## config.mk

```make
export PLATFORM = sky130hd
export DESIGN_NAME = control_topos
export DESIGN_NICKNAME = d
export VERILOG_FILES = /design/src/rtl/control_topos.sv
export SDC_FILE = /design/constraint.sdc
export NUM_CORES = 1
export LEC_CHECK = 0
export ABC_AREA = 1
export BUFFER_PORTS_ARGS = -buffer_cell sky130_fd_sc_hd__buf_2
export CORE_UTILIZATION = 25
export CTS_CLUSTER_DIAMETER = 50
export CTS_CLUSTER_SIZE = 40
export DETAILED_ROUTE_END_ITERATION = 16
export SLEW_MARGIN = 20
export SYNTH_ARGS = -nofsm -noshare
export SYNTH_HDL_FRONTEND = slang
export SYNTH_SLANG_ARGS = --single-unit
export TNS_END_PERCENT = 5
```

## constraint.sdc

```tcl
create_clock -name Clock -period 9.74 [get_ports Clock]
set_clock_uncertainty 0.1 [all_clocks]
set_input_delay 0.974 -clock Clock [delete_from_list [all_inputs] [get_ports Clock]]
set_output_delay 0.974 -clock Clock [all_outputs]
set_load 0.02 [all_outputs]
```

## src/rtl/control_topos.sv

```systemverilog
// -----------------------------------------------------------------------------
// control_topos
// Game controller for the whack-a-mole grid. It picks the mole positions, drives
// one place-mole line per cell, moves the one-hot selection cursor, broadcasts
// the strike pulse and turns the per-cell HIT returns into score and misses.
//
// Ports
//   Clock        in   system clock, rising edge
//   reset        in   asynchronous, active-high; clears all state
//   iSTART       in   one-cycle pulse; starts or restarts a game
//   iBTN_NEXT    in   one-cycle pulse; cursor +1 (wraps)
//   iBTN_PREV    in   one-cycle pulse; cursor -1 (wraps)
//   iBTN_HIT     in   one-cycle pulse; player strike
//   iHIT         in   [N_CELLS] per-cell hit return
//   oPONER_TOPO  out  [N_CELLS] one-hot mole placement, zero when no mole is up
//   oSELECT      out  [N_CELLS] one-hot cursor
//   oGOLPE       out  strike pulse broadcast to all cells
//   oSCORE       out  [8] hits this game, saturating at 255
//   oMISSES      out  [8] expired moles this game
//   oGAME_OVER   out  high while the game is over
// -----------------------------------------------------------------------------
module control_topos #(
   parameter int N_CELLS    = 9,
   parameter int TICK_DIV   = 25000000,
   parameter int MOLE_TICKS = 3,
   parameter int GAP_TICKS  = 2,
   parameter int MAX_MISSES = 5
) (
   input  logic               Clock,
   input  logic               reset,
   input  logic               iSTART,
   input  logic               iBTN_NEXT,
   input  logic               iBTN_PREV,
   input  logic               iBTN_HIT,
   input  logic [N_CELLS-1:0] iHIT,
   output logic [N_CELLS-1:0] oPONER_TOPO,
   output logic [N_CELLS-1:0] oSELECT,
   output logic               oGOLPE,
   output logic [7:0]         oSCORE,
   output logic [7:0]         oMISSES,
   output logic               oGAME_OVER
);

   localparam int IDX_W  = $clog2(N_CELLS);
   localparam int DIV_W  = (TICK_DIV > 1) ? $clog2(TICK_DIV) : 1;
   localparam int LIFE_W = $clog2(MOLE_TICKS + 1);
   localparam int GAPC_W = $clog2(GAP_TICKS + 1);

   localparam logic [IDX_W-1:0]  IDX_ZERO  = {IDX_W{1'b0}};
   localparam logic [IDX_W-1:0]  IDX_ONE   = IDX_W'(1);
   localparam logic [IDX_W-1:0]  IDX_LAST  = IDX_W'(N_CELLS - 1);
   localparam logic [DIV_W-1:0]  DIV_ZERO  = {DIV_W{1'b0}};
   localparam logic [DIV_W-1:0]  DIV_ONE   = DIV_W'(1);
   localparam logic [DIV_W-1:0]  DIV_LAST  = DIV_W'(TICK_DIV - 1);
   localparam logic [LIFE_W-1:0] LIFE_ZERO = {LIFE_W{1'b0}};
   localparam logic [LIFE_W-1:0] LIFE_ONE  = LIFE_W'(1);
   localparam logic [LIFE_W-1:0] LIFE_LOAD = LIFE_W'(MOLE_TICKS);
   localparam logic [GAPC_W-1:0] GAP_ZERO  = {GAPC_W{1'b0}};
   localparam logic [GAPC_W-1:0] GAP_ONE   = GAPC_W'(1);
   localparam logic [GAPC_W-1:0] GAP_LOAD  = GAPC_W'(GAP_TICKS);
   localparam logic [7:0]        MISS_LIM  = 8'(MAX_MISSES);
   localparam logic [7:0]        LFSR_MOD  = 8'(N_CELLS);
   localparam logic [7:0]        LFSR_SEED = 8'hA5;
   localparam logic [N_CELLS-1:0] CELLS_ZERO = {N_CELLS{1'b0}};
   localparam logic [N_CELLS-1:0] CELL0_HOT  = {{(N_CELLS-1){1'b0}}, 1'b1};

   typedef enum logic [2:0] {
      S_IDLE  = 3'd0,
      S_SPAWN = 3'd1,
      S_UP    = 3'd2,
      S_GAP   = 3'd3,
      S_OVER  = 3'd4
   } state_t;

   // One-hot decode of a cell index.
   function automatic logic [N_CELLS-1:0] f_onehot(input logic [IDX_W-1:0] idx);
      return CELL0_HOT << idx;
   endfunction

   // Fibonacci LFSR step, taps 8,6,5,4 (a maximal-length polynomial, so a
   // non-zero seed never reaches the all-zero lock-up state).
   function automatic logic [7:0] f_lfsr_step(input logic [7:0] s);
      return {s[6:0], s[7] ^ s[5] ^ s[4] ^ s[3]};
   endfunction

   state_t              r_state;
   state_t              w_state_nxt;
   logic [7:0]          r_lfsr;
   logic [IDX_W-1:0]    r_cur_idx;
   logic [IDX_W-1:0]    w_cur_nxt;
   logic [N_CELLS-1:0]  r_select;
   logic                r_golpe;
   logic [DIV_W-1:0]    r_div;
   logic                w_tick;
   logic [LIFE_W-1:0]   r_life;
   logic                w_expire;
   logic [GAPC_W-1:0]   r_gap_cnt;
   logic                w_gap_done;
   logic [IDX_W-1:0]    r_mole_idx;
   logic [IDX_W-1:0]    w_cand;
   logic [IDX_W-1:0]    w_pick;
   logic [N_CELLS-1:0]  r_poner;
   logic                w_hit;
   logic                w_start_game;
   logic [7:0]          r_score;
   logic [7:0]          r_misses;
   logic                r_game_over;

   assign w_tick       = (r_div == DIV_LAST);
   assign w_expire     = w_tick && (r_life == LIFE_ONE);
   assign w_gap_done   = w_tick && (r_gap_cnt == GAP_ONE);
   // r_poner is only non-zero in UP and then holds exactly the mole's bit, so
   // masking iHIT with it ignores returns from every other cell.
   assign w_hit        = |(iHIT & r_poner);
   assign w_start_game = iSTART && ((r_state == S_IDLE) || (r_state == S_OVER));

   // Mole candidate from the LFSR, nudged by one when it repeats the last mole.
   always_comb begin
      w_cand = IDX_W'(r_lfsr % LFSR_MOD);
      if (w_cand != r_mole_idx) begin
         w_pick = w_cand;
      end else if (w_cand == IDX_LAST) begin
         w_pick = IDX_ZERO;
      end else begin
         w_pick = w_cand + IDX_ONE;
      end
   end

   // Cursor next index; simultaneous NEXT and PREV cancel out.
   always_comb begin
      w_cur_nxt = r_cur_idx;
      if (iBTN_NEXT && !iBTN_PREV) begin
         w_cur_nxt = (r_cur_idx == IDX_LAST) ? IDX_ZERO : (r_cur_idx + IDX_ONE);
      end else if (iBTN_PREV && !iBTN_NEXT) begin
         w_cur_nxt = (r_cur_idx == IDX_ZERO) ? IDX_LAST : (r_cur_idx - IDX_ONE);
      end else begin
         w_cur_nxt = r_cur_idx;
      end
   end

   // Game FSM next-state logic.
   always_comb begin
      w_state_nxt = r_state;
      case (r_state)
         S_IDLE, S_OVER: begin
            if (iSTART) begin
               w_state_nxt = S_SPAWN;
            end else begin
               w_state_nxt = r_state;
            end
         end
         S_SPAWN: begin
            w_state_nxt = S_UP;
         end
         S_UP: begin
            // A hit and an expiry on the same edge both leave for GAP; the
            // counter block gives the hit priority.
            if (w_hit || w_expire) begin
               w_state_nxt = S_GAP;
            end else begin
               w_state_nxt = S_UP;
            end
         end
         S_GAP: begin
            if (w_gap_done) begin
               if (r_misses >= MISS_LIM) begin
                  w_state_nxt = S_OVER;
               end else begin
                  w_state_nxt = S_SPAWN;
               end
            end else begin
               w_state_nxt = S_GAP;
            end
         end
         default: begin
            w_state_nxt = S_IDLE;
         end
      endcase
   end

   // FSM state register and free-running LFSR.
   always_ff @(posedge Clock or posedge reset) begin
      if (reset) begin
         r_state <= S_IDLE;
         r_lfsr  <= LFSR_SEED;
      end else begin
         r_state <= w_state_nxt;
         r_lfsr  <= f_lfsr_step(r_lfsr);
      end
   end

   // Cursor index and its registered one-hot form, active in every state.
   always_ff @(posedge Clock or posedge reset) begin
      if (reset) begin
         r_cur_idx <= IDX_ZERO;
         r_select  <= CELL0_HOT;
      end else begin
         r_cur_idx <= w_cur_nxt;
         r_select  <= f_onehot(w_cur_nxt);
      end
   end

   // Strike pulse, only honoured while a mole is up.
   always_ff @(posedge Clock or posedge reset) begin
      if (reset) begin
         r_golpe <= 1'b0;
      end else begin
         r_golpe <= iBTN_HIT && (r_state == S_UP);
      end
   end

   // Tick divider; restarts on every state change so UP and GAP start on a
   // fresh tick period.
   always_ff @(posedge Clock or posedge reset) begin
      if (reset) begin
         r_div <= DIV_ZERO;
      end else if (w_state_nxt != r_state) begin
         r_div <= DIV_ZERO;
      end else if (w_tick) begin
         r_div <= DIV_ZERO;
      end else begin
         r_div <= r_div + DIV_ONE;
      end
   end

   // Mole life counter: loaded in SPAWN, one step down per tick in UP.
   always_ff @(posedge Clock or posedge reset) begin
      if (reset) begin
         r_life <= LIFE_ZERO;
      end else if (r_state == S_SPAWN) begin
         r_life <= LIFE_LOAD;
      end else if ((r_state == S_UP) && w_tick) begin
         r_life <= r_life - LIFE_ONE;
      end else begin
         r_life <= r_life;
      end
   end

   // Gap counter: loaded when leaving UP, one step down per tick in GAP.
   always_ff @(posedge Clock or posedge reset) begin
      if (reset) begin
         r_gap_cnt <= GAP_ZERO;
      end else if ((r_state == S_UP) && (w_state_nxt == S_GAP)) begin
         r_gap_cnt <= GAP_LOAD;
      end else if ((r_state == S_GAP) && w_tick) begin
         r_gap_cnt <= r_gap_cnt - GAP_ONE;
      end else begin
         r_gap_cnt <= r_gap_cnt;
      end
   end

   // Mole index latch and placement lines; the index doubles as "previous mole".
   always_ff @(posedge Clock or posedge reset) begin
      if (reset) begin
         r_mole_idx <= IDX_ZERO;
         r_poner    <= CELLS_ZERO;
      end else if (r_state == S_SPAWN) begin
         r_mole_idx <= w_pick;
         r_poner    <= f_onehot(w_pick);
      end else if (w_state_nxt != S_UP) begin
         r_mole_idx <= r_mole_idx;
         r_poner    <= CELLS_ZERO;
      end else begin
         r_mole_idx <= r_mole_idx;
         r_poner    <= r_poner;
      end
   end

   // Score and miss counters; a hit outranks a simultaneous expiry.
   always_ff @(posedge Clock or posedge reset) begin
      if (reset) begin
         r_score  <= 8'd0;
         r_misses <= 8'd0;
      end else if (w_start_game) begin
         r_score  <= 8'd0;
         r_misses <= 8'd0;
      end else if ((r_state == S_UP) && w_hit) begin
         r_score  <= (r_score == 8'hFF) ? 8'hFF : (r_score + 8'd1);
         r_misses <= r_misses;
      end else if ((r_state == S_UP) && w_expire) begin
         r_score  <= r_score;
         r_misses <= r_misses + 8'd1;
      end else begin
         r_score  <= r_score;
         r_misses <= r_misses;
      end
   end

   // Game-over flag, registered alongside the state it mirrors.
   always_ff @(posedge Clock or posedge reset) begin
      if (reset) begin
         r_game_over <= 1'b0;
      end else begin
         r_game_over <= (w_state_nxt == S_OVER);
      end
   end

   assign oPONER_TOPO = r_poner;
   assign oSELECT     = r_select;
   assign oGOLPE      = r_golpe;
   assign oSCORE      = r_score;
   assign oMISSES     = r_misses;
   assign oGAME_OVER  = r_game_over;

endmodule

```

## Word level (Yosys, flattened, before mapping)

Index checks and enable logic that the tools add are counted.

| storage, ports and cells | value |
|---|---|
| output and inout port bits | 36 |
| flip-flop bits (word level) | 84 |
| word-level logic and storage cells | 95 |

| operators by class | value |
|---|---|
| equality and inequality tests | 16 |
| div/mod/pow operators | 1 |
| magnitude comparators | 1 |
| shift-type cells | 2 |
| reductions and logical operators | 25 |
| $add $sub $neg | 8 |
| bitwise gates (word level) | 4 |
| mux-type cells | 25 |

Operators by type and width:

| cell | number |
|---|---|
| $mux W25 | 2 |
| $mux W8 | 6 |
| $add A25 B1 Y25 const B | 1 |
| $eq A25 B25 Y1 const B | 1 |
| $mux W4 | 6 |
| $mux W9 | 2 |
| $shl A1 B4 Y9 const A | 2 |
| $add A8 B1 Y8 const B | 2 |
| $pmux W3 S4 | 1 |
| $logic_and A1 B1 Y1 | 11 |
| $reduce_bool A2 Y1 | 5 |
| $and A9 B9 Y9 | 1 |
| $eq A3 B2 Y1 const B | 3 |
| $mux W3 | 3 |
| $reduce_or A9 Y1 | 1 |
| $add A4 B1 Y4 const B | 2 |
| $eq A4 B4 Y1 const B | 2 |
| $eq A8 B8 Y1 const B | 1 |
| $ge A8 B3 Y1 const B | 1 |
| $mod A8 B4 Y8 const B | 1 |
| $mux W2 | 4 |
| $eq A3 B3 Y1 const B | 2 |
| $eq A2 B1 Y1 const B | 2 |
| $logic_not A4 Y1 | 1 |
| other kinds (14) | 19 |

## Logic depth before layout (Yosys ltp)

| depth | value |
|---|---|
| depth after elaboration | 8 |
| mapped depth | 41 |
| mapped depth without buffers | 41 |

## Worst setup path before layout

Ideal clock, no wire load.

| timing | value |
|---|---|
| path type | flip-flop to flip-flop |
| from | reg r_lfsr[5] |
| to | reg r_poner[0] (netlist: oPONER_TOPO[0]) |
| path buffers | 0 |
| path slack | 5.830 ns |
| cell stages (with the launch flop) | 40 |
| arrival | 3.693 ns |
| library setup time | 0.117 ns |
| cell sequence | dfstp_2 > nor2_2 > nand2_2 > nand3_2 > nand2_2 > nor2_1 > nand2_1 > nand2_1 > nand2_2 > nand2_2 > inv_1 > nand2_2 > nand2_2 > nand2_2 > nand2_1 > inv_1 > ha_1 > inv_1 > [4 not listed] > nand2_1 > ha_1 > nor2_1 > nand3_2 > nand2_4 > nand2_4 > nand2_4 > nand2_4 > inv_2 > nand2_1 > nand2_2 > nand2_1 > nor2_2 > nand2_2 > nand2_4 > inv_2 > nand3_1 > nand2_1 |

| on the way | value |
|---|---|
| word-level cells in the longest chain between the ends | 6 |
| elaborated cells on any way between the ends | 8 |

RTL lines:

| element | line | RTL |
|---|---|---|
| start: declaration | 88 | `logic [7:0] r_lfsr;` |
| start signal: assignment | 188 | `r_lfsr <= f_lfsr_step(r_lfsr);` |
| $mod A8 B4 Y8 (*) | 119 | `w_cand = IDX_W'(r_lfsr % LFSR_MOD);` |
| $add A4 B1 Y4 or $eq A4 B4 Y1 (tied branches) | 125, 122 |  |
| $mux W4 | 122 | `end else if (w_cand == IDX_LAST) begin` |
| $mux W4 (*) | 120 | `if (w_cand != r_mole_idx) begin` |
| $shl A1 B4 Y9 (*) | 77 | `return CELL0_HOT << idx;` |
| $mux W9 (*) | 257 | `end else if (r_state == S_SPAWN) begin` |
| end signal: assignment | 259 | `r_poner <= f_onehot(w_pick);` |
| end signal: assignment | 265 | `r_poner <= r_poner;` |
| end: declaration | 102 | `logic [N_CELLS-1:0] r_poner;` |

Mark *: on every way between the ends. The rest lies on a longest branch, timed or not.
A chain may end at the register's enable or synchronous reset.

## Worst setup path in the final report

| timing | value |
|---|---|
| from | reg r_lfsr[5] |
| to | reg r_poner[2] (netlist: oPONER_TOPO[2]) |

The elaborated chain is that of the path after synthesis.

==> flow_metrics.py <==
metrics = {
    "clocking": {
        "path_clk_slew_ns": 0.06,
        "cts_setup_buffers": 0,
        "insertion_delay_ns": 0.35,
        "cts_tree": "built",
        "clockRootBuffer": "clkbuf_16",
        "cts-resized-gates": 0,
        "cts.sinks": 84,
        "htreeDepth": 3,
        "clockBufferDepth": 2,
        "numCtsBuffers": 9,
        "cts_hold_buf": 0,
    },
    "routing": {
        "wl_um": 11900,
        "vias_per_cell": 4.44,
        "ant_nets": 0,
        "num_vias": 4600,
        "first_iter_violations": 251,
        "drc_errors": 0,
        "first_pass_iters": 4,
        "avgRoutedWirePerCell_um": 11.5,
    },
    "synth": {
        "ys_seq_area_share_pct": 41.0,
        "synthesis.area_um2": 5140,
        "synthCells": 700,
        "synth_flop_cell": "dfrtp_1",
        "synth_area_leaders": "dfrtp_1, nand2_1, inv_1",
        "syn_nets": 728,
        "synth-edff-count": 0,
        "ys_ff_latch": 84,
        "synth_warnings": 0,
        "synth_top_area_share_pct": 38.5,
        "avgSynthCellArea_um2": 7.34,
        "synth_cell_type_count": 41,
        "synth-async-reset-ratio_pct": 100,
        "synth_largest_area_cell": "dfrtp_1",
    },
    "sta": {
        "period_share_pct": 44.9,
        "grt_setup_unrepaired": "false",
        "clock.fmax_mhz": 229,
        "maxSlewHeadroom_pct": 32.2,
        "worst_slack_ns": 5.37,
        "setup_tns_ns": 0,
        "layout_min_cycle_time_ns": 4.37,
        "setup_violations": 0,
        "slew_viol_final": 0,
        "worst_pin_slew_ns": 1.01,
        "hold_violations": 0,
    },
    "cells_and_area": {
        "nNetsFinal": 789,
        "layout-drive-gt1-share_pct": 16.7,
        "layout_commonest_cell": "nand2_1",
        "fin_util_pct": 30.1,
        "design_area_um2": 6070,
        "syn2layout_area_growth_pct": 18.1,
        "n_antenna_cell": 0,
        "final_cell_mix": "nand2_1, inv_1, dfrtp_1, nor2_1, nand3_1",
    },
    "critical_path": {
        "r2r_start": "r_lfsr[5]",
        "slowest_stage": "dfstp_2",
        "critPathLaunchType": "flop",
        "slowest_delay_ns": 0.57,
        "endpoint_kind": "flop",
        "criticalPathCategory": "reg -> reg",
        "cpLargestDelayFamily": "simple AND/OR/NAND/NOR gates",
        "arrival_ns": 4.55,
        "critPathMaxFanout": 9,
        "crit_buf_inv": 4,
        "worst-endpoint-required_ns": 9.93,
        "r2r_slack_ns": 5.37,
        "r2r-end": "oPONER_TOPO[2]",
        "worstRegToRegCells": 38,
        "path_common_cell": "nand2_1",
        "cp.depth": 38,
    },
    "placed_design": {
        "placed_cell_area_um2": 5730,
        "io_buffer_count": 50,
        "dp_slack_ns": 5.37,
        "dpl.hpwl_um": 9140,
        "place.gp.congestion": 0.877,
    },
    "floorplanning": {
        "dieArea_um2": 21100,
        "initial_utilization_pct": 25.5,
        "die-width_um": 145,
        "die_y_um": 145,
        "ios": 51,
        "placeableCoreArea_um2": 20200,
        "rows": 52,
    },
    "worst_hold_path": {
        "hp-start": "r_lfsr[6]",
        "whs_endpoint": "r_lfsr[7]",
        "min_delay_path_depth": 0,
        "worstHoldPathType": "reg -> reg",
    },
    "power_and_ir_drop": {
        "power_leakage_nw": 3.03,
        "power_density_nw_per_um2": 206,
        "peakVddDrop_mv": 0.142,
    },
    "global_routing": {
        "antenna_found_initial": 0,
        "grt_pass1_vias": 4401,
        "gr-usage-all-layers_pct": 12.1,
        "grt_pass1_wl_um": 20900,
        "overflow": 0,
        "grt_max_degree": 81,
    },
    "job": {
        "drv_cap": 0,
    },
    "outcome": {
        "status": "complete, no violations",
    },
}
## through the flow
| step | power [W] | hold WS, ns | std cells |
|---|---|---|---|
| 4_1_cts | 0.00127 | 0.285 | 1036 |
| 3_3_place_gp | 0.000877 | 0.258 | 1020 |
| 5_1_grt | 0.00135 | 0.306 | 1036 |
| 6_report | 0.00125 | 0.279 | 1036 |
| 3_5_place_dp | 0.000880 | 0.272 | 1020 |
| 2_1_floorplan | 0.000751 | 0.255 | 700 |
## how the worst max path moves through the flow
stage	from	end	slack [ns]
2_1_floorplan	r_lfsr[5]	oPONER_TOPO[0]	5.83
6_report	r_lfsr[5]	oPONER_TOPO[2]	5.37
3_3_place_gp	iHIT[0]	r_div[15]	5.40
3_5_place_dp	r_lfsr[5]	oPONER_TOPO[4]	5.37
4_1_cts	r_lfsr[5]	oPONER_TOPO[4]	5.35
5_1_grt	r_lfsr[5]	oPONER_TOPO[4]	4.83
## worst reg2reg max path: cells and delay by family (launching register included)
| kind | cells | cell delay, ns |
|---|---|---|
| AND/OR/NAND/NOR | 32 | 2.92 |
| flip-flops | 1 | 0.57 |
| adder cells (fa/ha/maj) | 2 | 0.41 |
| buffers and inverters | 4 | 0.30 |
## flip-flops by register name (all words and copies together), names as in the netlist
name	flops
oSELECT	9
oGAME_OVER	1
r_cur_idx	4
r_gap_cnt	2
r_state	3
oGOLPE	1
oPONER_TOPO	9
oMISSES	8
r_life	2
r_div	25
oSCORE	8
r_lfsr	8
r_mole_idx	4
## power breakdown
part	internal [W]	total (W)	switching, W
clock	0.000229	0.000383	0.000154
combinational	0.000124	0.000428	0.000304
sequential	0.000400	0.000441	0.0000414
## layout make-up
type | count | area, µm²
clock buffer | 9 | 225
timing repair buffer | 51 | 262
fill | 2220 | 14100
sequential | 84 | 2110
clock inverter | 7 | 106
multi-input combinational | 501 | 2600
inverter | 114 | 432
tap | 270 | 338
## metal layers
layer,vias up,wire length (µm),GRT usage (%)
met5,-,0,0
met4,0,99,3.00
met3,6,436,3.35
met2,71,5550,20.0
met1,2128,5850,15.7
li1,2395,-,-
## Yosys cell counts, types with 3 or more instances
cell type and instances:
nand2_1 170, inv_1 107, dfrtp_1 79, nor2_1 78, nand3_1 55, o21ai_0 31
a21oi_1 21, nand2_2 20, nor3_1 20, nand4_1 18, ha_1 13, a31oi_1 8
nand2_4 7, nor3b_1 7, nor4_1 6, dfstp_2 5, inv_2 5, nand3_2 5
o22ai_1 5, nor2_2 4, nor2_4 4, xor2_1 4, or2_2 3, xnor2_1 3
## kinds of logic after synthesis
group	Yosys count	synth area share (%)
buffers and inverters	115	8.45
DFF	84	41.0
AOI/OAI and AO/OA	79	8.76
muxes	1	0.219
xor gates and xnor gates	7	1.19
and+or+nand+nor	401	37.2
adders and majority gates	13	3.16
(Power assumes the default switching activity.)
